## config.mk

```make
export PLATFORM = sky130hd
export DESIGN_NAME = ret_stack_flat
export DESIGN_NICKNAME = d
export VERILOG_FILES = /design/src/rtl/cpu_pkg.sv /design/src/rtl/ret_stack_if.sv /design/src/rtl/ret_stack_mem.sv /design/src/rtl/ret_stack.sv /design/src/flat_wrapper.sv
export SDC_FILE = /design/constraint.sdc
export NUM_CORES = 1
export LEC_CHECK = 0
export CORE_AREA = 2 2 126 128
export CTS_BUF_LIST = sky130_fd_sc_hd__clkbuf_2 sky130_fd_sc_hd__clkbuf_4 sky130_fd_sc_hd__clkbuf_8
export DETAILED_ROUTE_END_ITERATION = 16
export DIE_AREA = 0 0 128 130
export GPL_TIMING_DRIVEN = 1
export PLACE_DENSITY = 0.72
export REMOVE_ABC_BUFFERS = 1
export SLEW_MARGIN = 15
export SYNTH_ARGS = -nofsm -noshare
export SYNTH_HDL_FRONTEND = slang
export SYNTH_SLANG_ARGS = --single-unit
```

## constraint.sdc

```tcl
create_clock -name clk -period 3.54 [get_ports clk]
set_input_delay 0.885 -clock clk [delete_from_list [all_inputs] [get_ports clk]]
set_output_delay 0.885 -clock clk [all_outputs]
set_load 0.005 [all_outputs]
```

## src/rtl/cpu_pkg.sv

```systemverilog
// Shared CPU constants and the default-width return-stack entry layout.
package cpu_pkg;

   localparam int PC_W         = 10;
   localparam int RSTACK_DEPTH = 16;

   // Tag sits above the address so a raw storage word reads as {intr, addr}
   typedef struct packed {
      logic              intr;
      logic [PC_W-1:0]   addr;
   } rs_entry_t;

endpackage

```

## src/rtl/ret_stack_if.sv

```systemverilog
// Request/status bundle between the CPU sequencer (master) and the return-address stack (slave).
interface ret_stack_if
   import cpu_pkg::*;
#(
   parameter int AW    = PC_W,
   parameter int DEPTH = RSTACK_DEPTH
);

   localparam int CW = $clog2(DEPTH + 1);

   logic          push;
   logic          push_intr;
   logic          pop;
   logic [AW-1:0] pc_in;
   logic          err_clr;
   logic [AW-1:0] top;
   logic          top_intr;
   logic [CW-1:0] count;
   logic          empty;
   logic          full;
   logic          err_ovf;
   logic          err_unf;

   modport master (
      output push, push_intr, pop, pc_in, err_clr,
      input  top, top_intr, count, empty, full, err_ovf, err_unf
   );

   modport slave (
      input  push, push_intr, pop, pc_in, err_clr,
      output top, top_intr, count, empty, full, err_ovf, err_unf
   );

endinterface

```

## src/rtl/ret_stack_mem.sv

```systemverilog
// DEPTH x (AW+1) register file: one synchronous write port, one asynchronous read port.
module ret_stack_mem
   import cpu_pkg::*;
#(
   parameter int AW    = PC_W,
   parameter int DEPTH = RSTACK_DEPTH,
   localparam int IW   = $clog2(DEPTH)
) (
   input  logic          clk,
   input  logic          i_we,
   input  logic [IW-1:0] i_waddr,
   input  logic [AW:0]   i_wdata,
   input  logic [IW-1:0] i_raddr,
   output logic [AW:0]   o_rdata
);

   logic [AW:0] r_mem [DEPTH];

   always_ff @(posedge clk) begin
      if (i_we) begin
         r_mem[i_waddr] <= i_wdata;
      end
   end

   // Non-power-of-two depths leave unused index codes; read those as zero
   assign o_rdata = (int'(i_raddr) < DEPTH) ? r_mem[i_raddr] : '0;

endmodule

```

## src/rtl/ret_stack.sv

```systemverilog
// Return-address stack with tagged entries and replace-top; optional sticky
// overflow/underflow flags are built when RET_STACK_ERR_EN is defined.
module ret_stack
   import cpu_pkg::*;
#(
   parameter int AW    = PC_W,
   parameter int DEPTH = RSTACK_DEPTH
) (
   input  logic        clk,
   input  logic        reset,
   ret_stack_if.slave  bus
);

   localparam int CW = $clog2(DEPTH + 1);
   localparam int IW = $clog2(DEPTH);

   typedef struct packed {
      logic          intr;
      logic [AW-1:0] addr;
   } entry_t;

   logic [CW-1:0] r_count;
   logic          w_empty;
   logic          w_full;
   logic          w_replace;
   logic          w_pushOnly;
   logic          w_popOnly;
   logic          w_we;
   logic [IW-1:0] w_topIdx;
   logic [IW-1:0] w_wrIdx;
   logic [AW-1:0] w_retAddr;
   entry_t        w_wrEntry;
   entry_t        w_rdEntry;

   assign w_empty    = (r_count == '0);
   assign w_full     = (r_count == CW'(DEPTH));

   // Push+pop on a non-empty stack rewrites the top; on an empty stack it is a plain push
   assign w_replace  = bus.push && bus.pop && !w_empty;
   assign w_pushOnly = bus.push && !w_replace && !w_full;
   assign w_popOnly  = bus.pop && !bus.push && !w_empty;
   assign w_we       = w_replace || w_pushOnly;

   assign w_topIdx   = IW'(r_count - CW'(1));
   assign w_wrIdx    = w_replace ? w_topIdx : IW'(r_count);

   // Calls return past the call instruction; interrupts resume the interrupted one
   assign w_retAddr  = bus.pc_in + AW'(1);
   assign w_wrEntry  = '{intr: bus.push_intr,
                         addr: bus.push_intr ? bus.pc_in : w_retAddr};

   ret_stack_mem #(
      .AW    (AW),
      .DEPTH (DEPTH)
   ) u_mem (
      .clk     (clk),
      .i_we    (w_we),
      .i_waddr (w_wrIdx),
      .i_wdata (w_wrEntry),
      .i_raddr (w_topIdx),
      .o_rdata (w_rdEntry)
   );

   always_ff @(posedge clk or posedge reset) begin
      if (reset) begin
         r_count <= '0;
      end else if (w_pushOnly) begin
         r_count <= r_count + CW'(1);
      end else if (w_popOnly) begin
         r_count <= r_count - CW'(1);
      end
   end

   // Popped entries stay in storage, so the top is masked whenever the stack is empty
   assign bus.top      = w_empty ? '0 : w_rdEntry.addr;
   assign bus.top_intr = w_empty ? 1'b0 : w_rdEntry.intr;
   assign bus.count    = r_count;
   assign bus.empty    = w_empty;
   assign bus.full     = w_full;

`ifdef RET_STACK_ERR_EN
   logic w_ovfEvt;
   logic w_unfEvt;
   logic r_errOvf;
   logic r_errUnf;

   assign w_ovfEvt = bus.push && !bus.pop && w_full;
   assign w_unfEvt = bus.pop && !bus.push && w_empty;

   // A new error event wins over a clear arriving in the same cycle
   always_ff @(posedge clk or posedge reset) begin
      if (reset) begin
         r_errOvf <= 1'b0;
         r_errUnf <= 1'b0;
      end else begin
         if (w_ovfEvt) begin
            r_errOvf <= 1'b1;
         end else if (bus.err_clr) begin
            r_errOvf <= 1'b0;
         end
         if (w_unfEvt) begin
            r_errUnf <= 1'b1;
         end else if (bus.err_clr) begin
            r_errUnf <= 1'b0;
         end
      end
   end

   assign bus.err_ovf = r_errOvf;
   assign bus.err_unf = r_errUnf;
`else
   assign bus.err_ovf = 1'b0;
   assign bus.err_unf = 1'b0;
`endif

endmodule

```

## src/flat_wrapper.sv

```systemverilog
// flat-port wrapper written by rule: the top's interface ports become plain ports
module ret_stack_flat import cpu_pkg::*;
#(
   parameter int AW    = PC_W,
   parameter int DEPTH = RSTACK_DEPTH
)
  (clk, reset, bus_push, bus_push_intr, bus_pop, bus_pc_in, bus_err_clr, bus_top, bus_top_intr, bus_count, bus_empty, bus_full, bus_err_ovf, bus_err_unf);
  ret_stack_if #(.AW(AW), .DEPTH(DEPTH)) bus_i ();
  input  logic clk;
  input  logic reset;
  input wire logic [$bits(bus_i.push)-1:0] bus_push;
  input wire logic [$bits(bus_i.push_intr)-1:0] bus_push_intr;
  input wire logic [$bits(bus_i.pop)-1:0] bus_pop;
  input wire logic [$bits(bus_i.pc_in)-1:0] bus_pc_in;
  input wire logic [$bits(bus_i.err_clr)-1:0] bus_err_clr;
  output wire logic [$bits(bus_i.top)-1:0] bus_top;
  output wire logic [$bits(bus_i.top_intr)-1:0] bus_top_intr;
  output wire logic [$bits(bus_i.count)-1:0] bus_count;
  output wire logic [$bits(bus_i.empty)-1:0] bus_empty;
  output wire logic [$bits(bus_i.full)-1:0] bus_full;
  output wire logic [$bits(bus_i.err_ovf)-1:0] bus_err_ovf;
  output wire logic [$bits(bus_i.err_unf)-1:0] bus_err_unf;
  assign bus_i.push = bus_push;
  assign bus_i.push_intr = bus_push_intr;
  assign bus_i.pop = bus_pop;
  assign bus_i.pc_in = bus_pc_in;
  assign bus_i.err_clr = bus_err_clr;
  assign bus_top = bus_i.top;
  assign bus_top_intr = bus_i.top_intr;
  assign bus_count = bus_i.count;
  assign bus_empty = bus_i.empty;
  assign bus_full = bus_i.full;
  assign bus_err_ovf = bus_i.err_ovf;
  assign bus_err_unf = bus_i.err_unf;
  ret_stack #(.AW(AW), .DEPTH(DEPTH)) u_core (.clk(clk), .reset(reset), .bus(bus_i));
endmodule
```

# Word level (Yosys, flattened, before mapping)
# Memories as Yosys holds them, arrays and structs flattened.
# Cells that the tools add are included.
[classes]
add_sub_neg = 3
n_eq_ne = 1
n_mux = 8
reduce_logical = 13
[ops]
columns = ["cell", "count"]
rows = [
  ["10-bit two-way mux", 2],
  ["10-bit by 1-bit adder with 10-bit output, second input constant", 1],
  ["5-bit two-way mux", 2],
  ["1-bit logical AND", 6],
  ["5-bit by 1-bit adder with 5-bit output, second input constant", 1],
  ["5-bit equality test, second input constant", 1],
  ["5-bit logical NOT", 1],
  ["5-bit by 1-bit subtractor with 5-bit output, second input constant", 1],
  ["1-bit logical NOT", 4],
  ["4-bit two-way mux", 1],
  ["1-bit two-way mux", 3],
  ["2-bit nonzero test", 1],
  ["1-bit logical OR", 1],
]
[totals]
ff_bits = 5
ram_bits = 176
input_bits = 16
out_inout_bits = 20
word_cells = 27
mem_count = 1
[memory_table]
columns = ["name", "depth", "word_bits", "read_ports", "rd_clocked_by_memory_dff", "write_ports", "line", "rtl"]
rows = [
  ["u_core.u_mem.r_mem", 16, 11, 1, 0, 1, "ret_stack_mem.sv:17", "logic [AW:0] r_mem [DEPTH];"],
]

# Longest topological paths before layout
[depth]
word_depth = 9
depth_mapped = 10
depth_no_buf = 6

# Modules after synthesis
# Synthesis repeated with hierarchy kept, for this count alone.
[hier_totals]
cells_unflattened = 398
area_unflattened_um2 = 7652.3
[modules_own_cells]
columns = ["module", "n_inst", "cells_per_inst", "area_per_inst_um2", "seq_area_each_um2"]
rows = [
  ["ret_stack_mem", 1, 294, 6819.0, 5285.1],
  ["ret_stack", 1, 104, 833.3, 125.1],
]

# Worst setup path after synthesis
# No wires, ideal clock.
[synth_path]
kind = "register -> register"
start = "reg u_core.r_count[0], in the netlist u_core.bus.count[0]"
end = "mem u_core.u_mem.r_mem[15][0] in the netlist's numbering (enable)"
setup_time_ns = 0.393
arrival_time_ns = 2.849
required_time_ns = 3.147
path_slack_ns = 0.298
path_stages_with_launch = 11
n_path_buf = 5
synth_period_minus_slack_ns = 3.242
path_cell_list = "dfrtp_1 > buf_6 > buf_2 > inv_1 > ha_1 > clkbuf_1 > buf_2 > buf_2 > nor4_1 > a31oi_1 > nor3_1"
[synth_via]
elab_chain_len = 9
word_cells_on_any_way = 13
classes_between = "1 x add/sub; 1 x eq/ne; 3 x mux; 8 x reduce/logical"
[synth_rtl]
columns = ["item", "line", "rtl"]
rows = [
  ["from (decl)", "ret_stack.sv:22", "logic [CW-1:0] r_count;"],
  ["from (signal assigned)", "ret_stack.sv:68", "r_count <= r_count + CW'(1);"],
  ["from (signal assigned)", "ret_stack.sv:70", "r_count <= r_count - CW'(1);"],
  ["5-bit logical NOT", "ret_stack.sv:35", "assign w_empty = (r_count == '0);"],
  ["1-bit logical NOT", "ret_stack.sv:39", "assign w_replace = bus.push && bus.pop && !w_empty;"],
  ["1-bit logical AND", "ret_stack.sv:39", ""],
  ["1-bit logical NOT", "ret_stack.sv:40", "assign w_pushOnly = bus.push && !w_replace && !w_full;"],
  ["1-bit logical AND (2 in a row)", "ret_stack.sv:40", ""],
  ["1-bit logical OR", "ret_stack.sv:42", "assign w_we = w_replace || w_pushOnly;"],
  ["1-bit two-way mux", "ret_stack_mem.sv:20", "if (i_we) begin"],
  ["1-bit two-way mux (not written as such)", "ret_stack_mem.sv:21", "r_mem[i_waddr] <= i_wdata;"],
  ["to (decl)", "ret_stack_mem.sv:17", ""],
]
# Parallel ways exist; a longest one is shown, timed or not.

# Worst setup path in the final report
[layout_path]
start = "reg u_core.r_count[0], in the netlist u_core.bus.count[0]"
end = "out bus_top_intr"
[layout_via]
elab_chain_len = 3
word_cells_on_any_way = 4
classes_between = "1 x add/sub; 1 x mux; 1 x reduce/logical; 1 x memory"
[layout_rtl]
columns = ["item", "line", "rtl"]
rows = [
  ["5-bit by 1-bit subtractor with 5-bit output", "ret_stack.sv:44", "assign w_topIdx = IW'(r_count - CW'(1));"],
  ["memory read 16 x 11 bit", "-", ""],
  ["1-bit two-way mux *", "ret_stack.sv:76", "assign bus.top_intr = w_empty ? 1'b0 : w_rdEntry.intr;"],
  ["to (decl)", "flat_wrapper.sv:17", "output wire logic [$bits(bus_i.top_intr)-1:0] bus_top_intr;"],
]
# Every way passes the cells marked *; elsewhere a longest branch is shown, timed or not.

==> summary.md <==
| Metric | Value |
|---|---|
| Initial DRC count | `approximately 480` |
| Post-Syn Area per Cell | `roughly 19 sq um` |
| Buf+Inv Stages, Crit Path | `4` |
| Total grt overflow | `0` |
| Cells after Synth | `a little over 400` |
| Final cell count without fillers | `699` |
| Crit path max fanout | `4` |
| Peak VDD IR | `roughly 0.56 mV` |
| Inserted Clock Buffers | `17` |
| Leading area contributor after synthesis | `edfxtp_1` |
| CP endpoint | `bus_top_intr` |
| Fillers | `1101` |
| Number of flops mapped to enable cells by yosys | `176` |
| Via/cell ratio | `~6.1` |
| Synth warnings | `0` |
| Core area | `about 15000 sq um` |
| Worst-Margin Slew | `~1.0 ns` |
| PortBufs | `32` |
| Clock skew | `between 0.006 and 0.007 ns` |
| Antenna cell count | `0` |
| Pre-CTS setup slack | `-0.103 ns` |
| Row cnt | `46` |
| CP Data Required Time | `about 2.7 ns` |
| CTS root buffer | `clkbuf_8` |
| Status | `finished, final reports clean` |
| CP arrival | `about 2.6 ns` |
| Clock tree buffer depth | `2` |
| Placed cells | `646` |
| Post-Syn Area | `between 7000 and 8000 sq um` |
| Share of synthesized flip-flops with an asynchronous set or reset | `under 10%` |
| Cell Chain, Critical Path | `or3_4, nor3_4, buf_12, buf_8, buf_6, a211oi_2, a222oi_1, buf_2` |
| First drt pass iteration count | `7` |
| Ratio of final minimum period to clock period | `99.6%` |
| Post-synthesis simple-gate area fraction | `~5.5%` |
| Most frequent cells in the layout | `176 x edfxtp_1, 45 x buf_4, 44 x mux4_2` |
| Crit-path leading delay family | `simple AND/OR/NAND/NOR gates` |
| Setup crit start | `u_core.bus.count[0]` |
| Critical Path Start Type | `flop` |
| Final net count | `514` |
| Synth Area in Adders | `less than 1%` |
| Initial antenna violation count | `0` |
| Final ANT Viol Nets | `0` |
| Fmax | `~280 MHz` |
| Worst rel slew slack | `between 20 and 30%` |
| RR Startpoint | `u_core.bus.count[0]` |
| Critical path endpoint category | `output pin` |
| Syn-to-layout area delta | `20.0%` |
| First-pass GRT wire length | `about 25000 um` |
| Largest net degree at the start of global routing | `40` |
| Final setup margin | `0.0153 ns` |
| Slew Limit Fails | `0` |
| Most common cell after layout, fill and taps aside | `edfxtp_1` |
| Main flop type after synthesis | `edfxtp_1` |
| Min-Delay Path Class | `flop to flop` |
| Vias in the first global route | `4249` |
| Reg2reg end | `u_core.u_mem.r_mem[1][3]` |
| Clock tree from TritonCTS | `built` |
| TritonCTS Sinks | `approximately 180` |
| Routed WL | `between 15000 and 20000 um` |
| Xor/xnor share of the synthesized area | `1.51%` |
| All-Layer GR Usage | `about a fifth` |
| H-tree depth | `4` |
| Max Cap Viol | `0` |
| Finished Core Util | `between 50% and 60%` |
| Routed len/inst | `about 24 um` |
| PwrDens | `between 800 and 900 nW/um^2` |
| RSZ-0062 raised after global routing | `yes` |
| Hold Vio Cnt, Final | `0` |
| CP peak stage delay | `about 0.52 ns` |
| Clock slew at reported path FFs | `roughly 0.080 ns` |
| Hpwl dp | `around 10000 um` |
| Pwr Total | `just over 8 mW` |
| DRC errors left | `0` |
| R2r worst-path depth | `11` |
| Critical Path Stages | `8` |
| IO Pins | `36` |
| Slowest cell on crit path | `dfrtp_4` |
| Synth cell types | `between 40 and 50` |
| Via Count | `approximately 4300` |
| Die ar. | `around 17000 sq um` |
| Largest cells by area after synthesis | `edfxtp_1 70%, mux4_2 13%, dfrtp_1 1.7%` |
| Initial Util | `49.0%` |
| Synth top area share | `a little over two thirds` |
| Number of hold buffers added after CTS | `0` |
| Multiplexer share of the synthesized area | `around an eighth` |
| Leak | `~3.1 nW` |
| Largest family of logic cells by synthesized area | `multiplexers` |
| Critical Setup Path Class | `flop to output pin` |
| Worst R2R Setup Slack | `roughly 0.78 ns` |
| Compound-gate portion of the synthesized area | `4.75%` |
| Die height | `130 um` |
| #FFs+latches synth | `between 150 and 200` |
| GP Congestion | `~0.87` |
| Worst-Skew Late Latency | `roughly 0.45 ns` |
| Final setup fails | `0` |
| Share of post-route cells with drive strength above 1 | `33.7%` |
| Seq/Total Area, Yosys | `between 70 and 80%` |
| Min Tclk post-route | `around 3.5 ns` |
| Die Wd | `around 130 um` |
worst min-delay path by stage:
| stage | startpoint | end | slack [ns] | cells after the start |
|---|---|---|---|---|
| final | u_core.bus.count[2] | u_core.bus.count[2] | 0.61 | 1 |
| after global routing | reset | u_core.bus.count[3] | 0.63 | 2 |
| after CTS | reset | u_core.bus.count[3] | 0.60 | 2 |
| after detailed placement | u_core.bus.count[2] | u_core.bus.count[2] | 0.68 | 1 |
| after global placement | u_core.bus.count[2] | u_core.bus.count[2] | 0.67 | 1 |
| after floorplan | reset | u_core.bus.count[0] | 0.66 | 1 |
cell usage after synthesis, drive strengths merged (3+ instances only):
master / number
edfxtp: 176
mux4: 44
inv: 27
nor3: 21
nand2: 18
buf: 14
a211oi: 13
a222oi: 11
xnor2: 10
clkbuf: 9
nor2: 6
dfrtp: 5
o21ai: 5
a31oi: 4
nand2b: 4
and2: 3
ha: 3
nand4: 3
nor4b: 3
xor2: 3
timing repair:
action                                  CTS  global route
resized for setup                        39            24
buffers inserted                         13             6
endpoints found under the setup margin   11            11
pin swaps                                13            12
cloned                                    2             1
state kept, by name, summed over array words and instances, names as in the netlist:
register / count
u_core.u_mem.r_mem: 176
u_core.bus.count: 5
cells by family (layout without fill, tap and decap cells):
logic type               Yosys count  in the layout
flip-flops                       181            181
AND/OR/NAND/NOR                   71             71
buffers and inverters             50            148
multiplexers                      45             45
AO/OA/AOI/OAI                     44             44
XOR/XNOR                          13             13
adder cells (fa/ha/maj)            3              3
other                              1              2
per-layer routing:
layer | share of wire [%] | vias to the layer above | global-route usage [%]
met1 | 40 | 2146 | 29.2
li1 | - | 1832 | -
met2 | 48 | 258 | 32.9
met3 | 8.7 | 41 | 5.04
met5 | 0 | - | 0
met4 | 3.2 | 0 | 9.37
power breakdown:
part,internal (mW),total (mW),switching (mW)
clock,0.758,1.42,0.665
combinational,1.95,3.95,2.00
sequential,2.61,2.73,0.115
total,5.32,8.10,2.78
metrics by stage:
step                      area, sq um  hold WS, ns  TNS, ns
after floorplan                  7450        0.664  -330.49
after global placement           8330        0.674        0
after detailed placement         8330        0.684   -0.218
after CTS                        8990        0.596  -0.0333
after global routing             9070        0.629   -0.205
final                            9070        0.610        0
final cells by class:
class                   count  area (sq um)  area share, %
multi-input cells         178          2020           22.3
clock inverters            13           164           1.81
inverters                  27           108           1.19
flip-flops and latches    181          5420           59.7
repair buffers             90           885           9.75
clock buffers              18           241           2.66
well taps                 192           240           2.65
Power figures use the tool's default switching activity.
